--- src/rtl/fpu_sequencer.sv ---
// Command sequencer for the FPU start/done handshake: queues operand commands,
// runs them one at a time with a watchdog, and returns results downstream.
module fpu_sequencer #(
    parameter int DEPTH   = 4,
    parameter int TIMEOUT = 2000
) (
    input  logic        clk,
    input  logic        reset,
    input  logic        cmd_valid,
    output logic        cmd_ready,
    input  logic [31:0] cmd_a,
    input  logic [31:0] cmd_b,
    input  logic [1:0]  cmd_op,
    output logic        rsp_valid,
    input  logic        rsp_ready,
    output logic [31:0] rsp_r,
    output logic        rsp_timeout,
    output logic [31:0] fpu_a,
    output logic [31:0] fpu_b,
    output logic [1:0]  fpu_op,
    output logic        fpu_start,
    input  logic        fpu_done,
    input  logic [31:0] fpu_r,
    output logic        busy
);

    localparam int PTR_W = (DEPTH > 1) ? $clog2(DEPTH) : 1;
    localparam int CNT_W = $clog2(DEPTH + 1);
    localparam int TMO_W = (TIMEOUT > 1) ? $clog2(TIMEOUT) : 1;

    typedef enum logic [1:0] {
        IDLE,
        RUN,
        RESP,
        GAP
    } state_t;

    state_t             state;
    logic [65:0]        fifo_mem [DEPTH];
    logic [PTR_W-1:0]   wr_ptr;
    logic [PTR_W-1:0]   rd_ptr;
    logic [CNT_W-1:0]   count;
    logic [TMO_W-1:0]   tmo_cnt;
    logic               push;
    logic               pop;
    logic               fifo_empty;

    assign fifo_empty = (count == '0);
    assign cmd_ready  = (count != CNT_W'(DEPTH));
    assign push       = cmd_valid & cmd_ready;
    assign pop        = (state == IDLE) & ~fifo_empty;
    assign busy       = (state != IDLE) | ~fifo_empty;

    // Command storage carries no reset; only the pointers and occupancy define validity.
    always_ff @(posedge clk) begin
        if (push) begin
            fifo_mem[wr_ptr] <= {cmd_op, cmd_a, cmd_b};
        end
    end

    always_ff @(posedge clk or negedge reset) begin
        if (!reset) begin
            wr_ptr <= '0;
            rd_ptr <= '0;
            count  <= '0;
        end else begin
            if (push) begin
                wr_ptr <= wr_ptr + PTR_W'(1);
            end
            if (pop) begin
                rd_ptr <= rd_ptr + PTR_W'(1);
            end
            case ({push, pop})
                2'b10:   count <= count + CNT_W'(1);
                2'b01:   count <= count - CNT_W'(1);
                default: count <= count;
            endcase
        end
    end

    always_ff @(posedge clk or negedge reset) begin
        if (!reset) begin
            state       <= IDLE;
            tmo_cnt     <= '0;
            fpu_a       <= '0;
            fpu_b       <= '0;
            fpu_op      <= '0;
            fpu_start   <= 1'b0;
            rsp_valid   <= 1'b0;
            rsp_r       <= '0;
            rsp_timeout <= 1'b0;
        end else begin
            case (state)
                IDLE: begin
                    if (!fifo_empty) begin
                        {fpu_op, fpu_a, fpu_b} <= fifo_mem[rd_ptr];
                        tmo_cnt   <= '0;
                        fpu_start <= 1'b1;
                        state     <= RUN;
                    end
                end
                RUN: begin
                    // A done seen on the final watchdog cycle still counts as a real result.
                    if (fpu_done) begin
                        rsp_r       <= fpu_r;
                        rsp_timeout <= 1'b0;
                        rsp_valid   <= 1'b1;
                        fpu_start   <= 1'b0;
                        state       <= RESP;
                    end else if (tmo_cnt == TMO_W'(TIMEOUT - 1)) begin
                        rsp_r       <= '0;
                        rsp_timeout <= 1'b1;
                        rsp_valid   <= 1'b1;
                        fpu_start   <= 1'b0;
                        state       <= RESP;
                    end else begin
                        tmo_cnt <= tmo_cnt + TMO_W'(1);
                    end
                end
                RESP: begin
                    if (rsp_ready) begin
                        rsp_valid <= 1'b0;
                        state     <= GAP;
                    end
                end
                GAP: begin
                    // Wait for the unit to drop done so the next start is seen as fresh.
                    if (!fpu_done) begin
                        state <= IDLE;
                    end
                end
                default: state <= IDLE;
            endcase
        end
    end

endmodule

--- config.mk ---
export PLATFORM = sky130hd
export DESIGN_NAME = fpu_sequencer
export DESIGN_NICKNAME = d
export VERILOG_FILES = /design/src/rtl/fpu_sequencer.sv
export SDC_FILE = /design/constraint.sdc
export NUM_CORES = 1
export LEC_CHECK = 0
export BUFFER_PORTS_ARGS = -buffer_cell sky130_fd_sc_hd__buf_2
export CORE_MARGIN = 2
export CORE_UTILIZATION = 45
export DETAILED_ROUTE_END_ITERATION = 8
export GPL_TIMING_DRIVEN = 0
export HOLD_SLACK_MARGIN = 0.15
export PLACE_DENSITY = 0.64
export SKIP_CTS_REPAIR_TIMING = 1
export SLEW_MARGIN = 20
export SYNTH_ARGS = -nofsm -noshare
export SYNTH_HDL_FRONTEND = slang
export SYNTH_SLANG_ARGS = --single-unit
--- constraint.sdc ---
create_clock -name clk -period 4.8 [get_ports clk]
set_clock_uncertainty 0.05 [all_clocks]
set_input_delay 0.24 -clock clk [delete_from_list [all_inputs] [get_ports clk]]
set_output_delay 0.24 -clock clk [all_outputs]
set_load 0.1 [all_outputs]
==> summary.md, run 1 <==
| Metric | Value |
|---|---|
| Die Height | `approximately 180 um` |
| Vias/cell | `5.11` |
| Critical Path End | `count[1]$_DFFE_PN0P_` |
| Global route overflow | `0` |
| Initial DRC count | `530` |
| Clock latency on the worst-skew pair | `between 500 and 600 ps` |
| RSZ-0062 raised after global routing | `false` |
| Largest net degree at the start of global routing | `79` |
| Drt drc | `0` |
| Antenna-violating nets left | `0` |
| Most frequent cells in the layout | `264 x edfxtp_1, 219 x buf_2, 214 x nand2_1` |
| WL per Instance | `18.9 um` |
| Vias in the first global route | `8277` |
| CTS Sinks | `385` |
| Fin. Hold Viols | `0` |
| Max Cap Viol | `0` |
| Total GRT Usage | `0.180` |
| Ys async rst share | `0.314` |
| Crit path required time | `slightly above 5000 ps` |
| Unique masters post-synth | `47` |
| CP Launch Point | `state[0]$_DFFE_PN0P_` |
| Total Wirelength | `between 30000 and 40000 um` |
| Worst-Margin Slew | `743 ps` |
| CTS Buffer Depth | `3` |
| Synth Area in Adders | `0.0108` |
| Area of the core | `~0.032 mm^2` |
| Setup TNS | `0 ps` |
| H-tree depth | `2` |
| First-pass GRT wire length | `46600 um` |
| Share of cells above drive strength 1 | `0.311` |
| R2R Path End | `count[1]$_DFFE_PN0P_` |
| DR pass1 iterations | `5` |
| CTS root buf | `clkbuf_16` |
| Crit. End Element | `flop` |
| DIE WIDTH | `between 150 and 200 um` |
| Outcome | `complete, no violations` |
| CP Launch Type | `flop` |
| Worst r2r path cells | `11` |
| Initial Util | `0.459` |
| CTS buffer count | `42` |
| Main combinational cell family by area after synthesis | `multiplexers` |
| Synth Flop Type | `edfxtp_1` |
| Rows | `65` |
| Compound-Gate Fraction of Synth Area | `0.0372` |
| R2R Path Start | `state[0]$_DFFE_PN0P_` |
| Pins Over Slew Limit | `0` |
| Clk slew on worst S/H paths | `roughly 60 ps` |
| Layout net count | `between 1000 and 1500` |
| XOR/XNOR Fraction of Synth Area | `0.00361` |
| Die area | `0.0338 mm^2` |
| Max FO, Critical Path | `10` |
| Reg-to-reg slack, setup | `1590 ps` |
| Fillers | `2466` |
| Post-synthesis mux area share | `0.105` |
| YS warnings | `0` |
| Worst setup path class | `flop to flop` |
| Post-Syn Instances | `~850` |
| Syn avg cell area | `17.2 um^2` |
| Simple-Gate Fraction of Synth Area | `0.0720` |
| Synthesized netlist net count | `963` |
| Vias | `8366` |
| Port bufs | `between 200 and 250` |
| Register area share after synthesis | `0.753` |
| Hpwl dp | `18900 um` |
| HP Class | `primary input to asynchronous set/reset pin` |
| Period minus WS final | `3210 ps` |
| Initial antenna violation count | `0` |
| I/O pin count | `206` |
| Max-slew headroom | `0.505` |
| CTS tree | `yes` |
| Number of diodes | `0` |
| Post-route non-filler standard cell count | `1638` |
| Final period util | `0.669` |
| Netlist Area Pre-Place | `about 0.015 mm^2` |
| GPL Wtd Cong | `0.824` |
| Most common cell after layout, fill and taps aside | `edfxtp_1` |
| P&R area growth vs syn | `28.0%` |
| Fmax | `0.312 GHz` |
| Endpoints failing setup | `0` |
| Placed Cells | `1459` |
| Synthesized flop and latch total | `385` |
| Post-synth EDFFs | `264` |
| Crit path DAT | `3590 ps` |
==> worst max-delay path, cell delays in order (launching register included) <==
cell	delay [ps]
dfrtp_1	400
inv_1	130
ha_1	300
nor4b_4	470
inv_2	160
nand2_2	210
inv_2	120
clkbuf_1	310
ha_1	320
inv_1	70
fa_1	400
o21ai_0	180
==> synthesized netlist by cell type, drive strengths merged (3+ instances only) <==
library cell  number  area [um^2]
edfxtp           264         7930
nand2            215          810
dfrtp            121         3030
mux4              66         1490
a22o              32          280
buf               28          166
inv               15         56.3
clkbuf            12         45.0
ha                11          138
nand3              9         45.0
nor2               8         30.0
a31oi              7         50.1
and3               6         37.5
o21ai              6         33.8
a21oi              5         25.0
nor3               4         20.0
xnor2              4         35.0
nor4               3         18.8
o211ai             3         22.5
==> worst min-delay path by stage <==
stage,startpoint,to,slack [ps]
after floorplan,reset,count[0]$_DFFE_PN0P_,-110
after global placement,fpu_a[9]$_DFFE_PN0P_,fpu_a[9]$_DFFE_PN0P_,400
after detailed placement,reset,fpu_a[28]$_DFFE_PN0P_,130
after CTS,reset,fpu_a[28]$_DFFE_PN0P_,-430
after global routing,reset,fpu_a[28]$_DFFE_PN0P_,200
final,reset,fpu_a[28]$_DFFE_PN0P_,180
==> cell type report <==
cell class	count	area [um^2]	share of cell area
multi-input cells	408	3350	0.180
repair buffers	310	2160	0.116
plain buffers	40	211	0.0114
clock buffers	56	1230	0.0660
well taps	402	503	0.0270
inverters	15	56.3	0.00302
clock inverters	22	153	0.00820
flip-flops and latches	385	11000	0.588
==> state kept, by name (all words and copies together) (netlist names), 2 cells and up <==
name      cells
state         2
fpu_op        2
wr_ptr        2
fpu_a        32
rsp_r        32
rd_ptr        2
fifo_mem    264
tmo_cnt      11
count         3
fpu_b        32
==> routing by layer <==
layer / GRT usage / wire (um) / vias to the layer above
met5: 0 / 0 / -
met4: 0.0394 / 409 / 0
met3: 0.0422 / 1840 / 40
met2: 0.299 / 15300 / 247
met1: 0.244 / 13400 / 4175
li1: - / - / 3904
==> metrics by stage <==
stage                      util  hold WS [ps]  instance area, um^2  setup slack, ps
after global routing      0.587           203                18600             1330
after global placement    0.507           402                16100              625
final                     0.587           178                18600             1590
after CTS                 0.555          -425                17600             1530
after floorplan               -          -106                14600             1270
after detailed placement  0.512           134                16200             1560
==> kinds of logic after synthesis <==
group           count (synthesis)
fa+ha+maj                      12
flops                         385
simple gates                  254
xor+xnor                        6
buf+inv                        55
mux                            70
compound gates                 66
Power of run 1 is left out: the tool's default activity adds up to more than one toggle a clock period on the data nets, which glitch-free logic cannot reach.
==> run 2: changes to the inputs <==
==> constraint.sdc (replaced) <==
create_clock -name clk -period 3.25 [get_ports clk]
set_clock_uncertainty 0.05 [all_clocks]
set_input_delay 0.1625 -clock clk [delete_from_list [all_inputs] [get_ports clk]]
set_output_delay 0.1625 -clock clk [all_outputs]
set_load 0.1 [all_outputs]
==> summary.md, run 2 (synthesis gave the netlist of run 1 again) <==
| Metric | Value |
|---|---|
| Hpwl dp | `19200 um (+1.6%)` |
| Placed Cells | `1459 (unchanged)` |
| Endpoints failing setup | `0 (unchanged)` |
| Antenna-violating nets left | `0 (unchanged)` |
| Outcome | `complete, no violations` |
| P&R area growth vs syn | `27.7%` |
| Max-slew headroom | `0.563 (+0.0588)` |
| Crit path DAT | `3120 ps (-470 ps)` |
| WL per Instance | `19.0 um (+0.68%)` |
| Period minus WS final | `2760 ps (-450 ps)` |
| Layout net count | `1318 (+0.076%)` |
| Largest net degree at the start of global routing | `83 (+5.1%)` |
| Crit-path cells | `inv_1 -> ha_1 -> nor4b_4 -> inv_2 -> nand2_2 -> inv_2 -> ha_1 -> inv_1 -> fa_1 -> xor2_1 -> nor2_1 -> xor2_1` |
| CTS Sinks | `385 (unchanged)` |
| CP Launch Type | `flop` |
| H-tree depth | `2 (unchanged)` |
| Total GRT Usage | `0.183 (+0.00325)` |
| Max stage delay on crit path | `400 ps (-70 ps)` |
| Fmax | `0.362 GHz (+16%)` |
| GPL Wtd Cong | `0.805 (-2.2%)` |
| Initial antenna violation count | `0 (unchanged)` |
| Initial Util | `0.459 (unchanged)` |
| CTS buffer count | `41 (-2.4%)` |
| Crit. End Element | `flop` |
| Pins Over Slew Limit | `0 (unchanged)` |
| Slowest cell on the critical path | `dfrtp_1` |
| Worst Path Buf+Inv | `4 (-1)` |
| Rows | `65 (unchanged)` |
| Die area | `0.0338 mm^2 (unchanged)` |
| Final hold slack | `139 ps (-39.7 ps)` |
| Drt drc | `0 (unchanged)` |
| RSZ-0062 raised after global routing | `false` |
| Number of diodes | `0 (unchanged)` |
| Initial DRC count | `461 (-13%)` |
| Total Wirelength | `31200 um (+0.68%)` |
| Worst setup path class | `flop to flop` |
| CTS Buffer Depth | `3 (unchanged)` |
| CTS tree | `yes` |
| DIE WIDTH | `184 um (unchanged)` |
| CP delay by family, top | `adder cells` |
| Max Cap Viol | `0 (unchanged)` |
| DR pass1 iterations | `4 (-1)` |
| Vias | `8397 (+0.37%)` |
| Global route overflow | `0 (unchanged)` |
| CTS root buf | `clkbuf_16` |
| Die Height | `184 um (unchanged)` |
| Worst-Margin Slew | `655 ps (-88.2 ps)` |
| Clk slew on worst S/H paths | `60 ps (about the same)` |
| Most common cell after layout, fill and taps aside | `edfxtp_1` |
| Port bufs | `204 (unchanged)` |
| Slack of the critical path | `490 ps (-1100 ps)` |
| Vias/cell | `5.13 (+0.37%)` |
| Fin. Hold Viols | `0 (unchanged)` |
| First-pass GRT wire length | `46900 um (+0.59%)` |
| I/O pin count | `206 (unchanged)` |
| Largest register FFs | `264 (unchanged)` |
| Share of cells above drive strength 1 | `0.308 (-0.00324)` |
| Most flops, register | `fifo_mem` |
| Most frequent cells in the layout | `264 x edfxtp_1, 219 x buf_2, 214 x nand2_1` |
| Area of the core | `0.0317 mm^2 (unchanged)` |
| Vias in the first global route | `8464 (+2.3%)` |
| Post-route non-filler standard cell count | `1638 (unchanged)` |
| Setup TNS | `0 ps (unchanged)` |
| HP Class | `primary input to asynchronous set/reset pin` |
| Max FO, Critical Path | `15 (+5)` |
| Clock latency on the worst-skew pair | `530 ps (about the same)` |
| Pre-CTS WS | `21.1 ps (-1540 ps)` |
| Crit path required time | `3610 ps (-1570 ps)` |
| Final period util | `0.849 (+0.181)` |
-- run 2: final timing paths --
kind / startpoint / endpoint / slack [ps] / cells after the start
max: state[0]$_DFFE_PN0P_ / count[2]$_DFFE_PN0P_ / 490 / 12
min: reset / fpu_a[26]$_DFFE_PN0P_ / 140 / 3
max reg2reg: state[0]$_DFFE_PN0P_ / count[2]$_DFFE_PN0P_ / 490 / 12
min reg2reg: fpu_b[21]$_DFFE_PN0P_ / fpu_b[21]$_DFFE_PN0P_ / 420 / 2
max in group asynchronous: reset / fpu_b[18]$_DFFE_PN0P_ / 2600 / 3
min in group clk: fpu_done / fpu_start$_DFFE_PN0P_ / 210 / 3
-- run 2: final cells by class --
cell class	count	area, um^2
clock inverters	20	155
fillers	2516	13100
clock buffers	56	1140
inverters	15	56.3
flip-flops and latches	385	11000
multi-input cells	408	3350
plain buffers	39	208
well taps	402	503
repair buffers	313	2210
-- run 2: worst reg2reg max path: cells and delay by family (launching register included) --
kind | cells | cell delay, ps
adders and majority gates | 3 | 740
and+or+nand+nor | 3 | 630
xor gates and xnor gates | 2 | 280
buffers and inverters | 4 | 540
DFF | 1 | 400
-- run 2: stage by stage --
step,utilization,area (um^2)
2_1_floorplan,-,14600
3_3_place_gp,0.507,16100
3_5_place_dp,0.512,16200
4_1_cts,0.553,17500
5_1_grt,0.586,18600
6_report,0.586,18600
-- run 2: metal layers --
layer,global-route usage,wire length (um),vias to the layer above
li1,-,-,3909
met1,0.238,13300,4210
met2,0.305,15500,231
met3,0.0485,1750,47
met4,0.0538,594,0
met5,0,0,-
Power of run 2 is left out for the same reason.
==> run 3: changes to the inputs <==
==> constraint.sdc (replaced) <==
create_clock -name clk -period 2.55 [get_ports clk]
set_clock_uncertainty 0.05 [all_clocks]
set_input_delay 0.1275 -clock clk [delete_from_list [all_inputs] [get_ports clk]]
set_output_delay 0.1275 -clock clk [all_outputs]
set_load 0.1 [all_outputs]
==> summary.md, run 3 (synthesis gave the netlist of run 1 again) <==
| Metric | Value |
|---|---|
| GPL Wtd Cong | `0.800 (-0.65%)` |
| WL per Instance | `19.0 um (about the same)` |
| Drt drc | `0 (unchanged)` |
| Die Height | `184 um (unchanged)` |
| Final period util | `0.976 (+0.126)` |
| Total GRT Usage | `0.179 (-0.00364)` |
| CTS Buffer Depth | `3 (unchanged)` |
| Share of cells above drive strength 1 | `0.317 (+0.00902)` |
| CTS Sinks | `385 (unchanged)` |
| Global route overflow | `0 (unchanged)` |
| Crit. End Element | `flop` |
| Initial antenna violation count | `0 (unchanged)` |
| Area of the core | `0.0317 mm^2 (unchanged)` |
| Period minus WS final | `2490 ps (-272 ps)` |
| Worst Path Buf+Inv | `5 (+1)` |
| Max stage delay on crit path | `410 ps (about the same)` |
| Antenna-violating nets left | `0 (unchanged)` |
| Post-DP Area | `0.0163 mm^2 (+0.28%)` |
| HP Class | `primary input to flop` |
| RSZ-0062 raised after global routing | `true` |
| CTS buffer count | `41 (unchanged)` |
| Rows | `65 (unchanged)` |
| Fmax | `0.402 GHz (+11%)` |
| Most common cell after layout, fill and taps aside | `edfxtp_1` |
| Max-slew headroom | `0.494 (-0.0697)` |
| Hpwl dp | `18900 um (-1.5%)` |
| Max Cap Viol | `0 (unchanged)` |
| Vias | `8488 (+1.1%)` |
| Most flops, register | `fifo_mem` |
| Initial DRC count | `441 (-4.3%)` |
| H-tree depth | `2 (unchanged)` |
| Port bufs | `204 (unchanged)` |
| WL met2 | `15300 um (-1.5%)` |
| Placed Cells | `1460 (+0.069%)` |
| Final std cell area, no fill | `0.0187 mm^2 (+0.87%)` |
| Outcome | `complete, no violations` |
| Worst-Margin Slew | `759 ps (+105 ps)` |
| Post-route non-filler standard cell count | `1647 (+0.55%)` |
| Die area | `0.0338 mm^2 (unchanged)` |
| Clock latency on the worst-skew pair | `520 ps (about the same)` |
| Final hold slack | `218 ps (+79.3 ps)` |
| CP delay by family, top | `buffers and inverters` |
| Most frequent cells in the layout | `264 x edfxtp_1, 219 x buf_2, 214 x nand2_1` |
| Pins Over Slew Limit | `0 (unchanged)` |
| Endpoints failing setup | `0 (unchanged)` |
| Max FO, Critical Path | `6 (-9)` |
| Layout net count | `1327 (+0.68%)` |
| I/O pin count | `206 (unchanged)` |
| Crit path DAT | `2830 ps (-290 ps)` |
| CP Launch Type | `flop` |
| Initial Util | `0.459 (unchanged)` |
| P&R area growth vs syn | `28.8%` |
| Vias/cell | `5.15 (+0.53%)` |
| DR pass1 iterations | `5 (+1)` |
| Clk slew on worst S/H paths | `60 ps (about the same)` |
| CTS root buf | `clkbuf_16` |
| M1 WL | `13600 um (+2.5%)` |
| Slowest cell on the critical path | `dfrtp_1` |
| Largest register FFs | `264 (unchanged)` |
| CTS tree | `yes` |
| Total Wirelength | `31300 um (+0.60%)` |
| Largest net degree at the start of global routing | `76 (-8.4%)` |
| Highest Signal Layer | `met4` |
| Fin. Hold Viols | `0 (unchanged)` |
| Vias in the first global route | `8210 (-3.0%)` |
| Crit-path cells | `inv_2 -> ha_4 -> nor4b_4 -> bufinv_8 -> nand2_8 -> inv_8 -> buf_12 -> ha_4 -> inv_2 -> fa_2 -> xor2_1 -> nor2_1 -> xor2_1` |
| First-pass GRT wire length | `46000 um (-1.8%)` |
| Number of diodes | `0 (unchanged)` |
| Fillers | `2460 (-2.2%)` |
| Worst setup path class | `flop to flop` |
| Routed wl met3 | `1890 um (+7.8%)` |
| Utilization after layout | `0.591 (+0.00509)` |
| Crit path required time | `2890 ps (-720 ps)` |
| DIE WIDTH | `184 um (unchanged)` |
[run 3: changes by cell type in the layout (fill, tap and decap cells not counted), moves of 2 or more]
cell	previous run	this run
buf_12	1	5
buf_16	5	3
ha_1	11	9
clkinv_1	4	6
inv_1	13	10
clkbuf_16	41	43
ha_4	0	2
clkbuf_8	6	4
buf_4	9	15
[run 3: cell type report]
class                           count  area (um^2)  area share
Sequential cell                   385        11000       0.584
Multi-Input combinational cell    408         3400       0.182
Clock inverter                     21          143     0.00761
Clock buffer                       55         1160      0.0619
Timing Repair Buffer              321         2270       0.121
Tap cell                          402          503      0.0268
Buffer                             40          228      0.0121
Inverter                           15         77.6     0.00414
[run 3: metrics by stage]
step           setup slack, ps  setup TNS (ps)
2_1_floorplan             9.69               0
3_3_place_gp              -550         -104970
3_5_place_dp              -377            -798
4_1_cts                   -394            -851
5_1_grt                  -62.0            -100
6_report                  62.3               0
[run 3: worst reg2reg max path, stage by stage (launching register included)]
cell	delay (ps)
dfrtp_1	410
inv_2	110
ha_4	170
nor4b_4	370
bufinv_8	280
nand2_8	90
inv_8	50
buf_12	120
ha_4	150
inv_2	60
fa_2	180
xor2_1	140
nor2_1	60
xor2_1	130
[run 3: metal layers]
layer  track usage  up-vias
met5             0        -
met4        0.0490        0
met3        0.0416       35
met2         0.291      250
met1         0.246     4284
li1              -     3919
[run 3: final timing paths]
path                                          to  cells after the start  slack [ps]                  start
setup / recovery            count[2]$_DFFE_PN0P_                     13          60   state[0]$_DFFE_PN0P_
min in group asynchronous   fpu_b[6]$_DFFE_PN0P_                      3         520                  reset
hold / removal             fpu_start$_DFFE_PN0P_                      3         220               fpu_done
setup reg to reg            count[2]$_DFFE_PN0P_                     13          60   state[0]$_DFFE_PN0P_
max in group asynchronous  fpu_b[19]$_DFFE_PN0P_                      4        1330                  reset
hold reg to reg            fpu_a[10]$_DFFE_PN0P_                      2         420  fpu_a[10]$_DFFE_PN0P_
Power of run 3 is left out for the same reason.
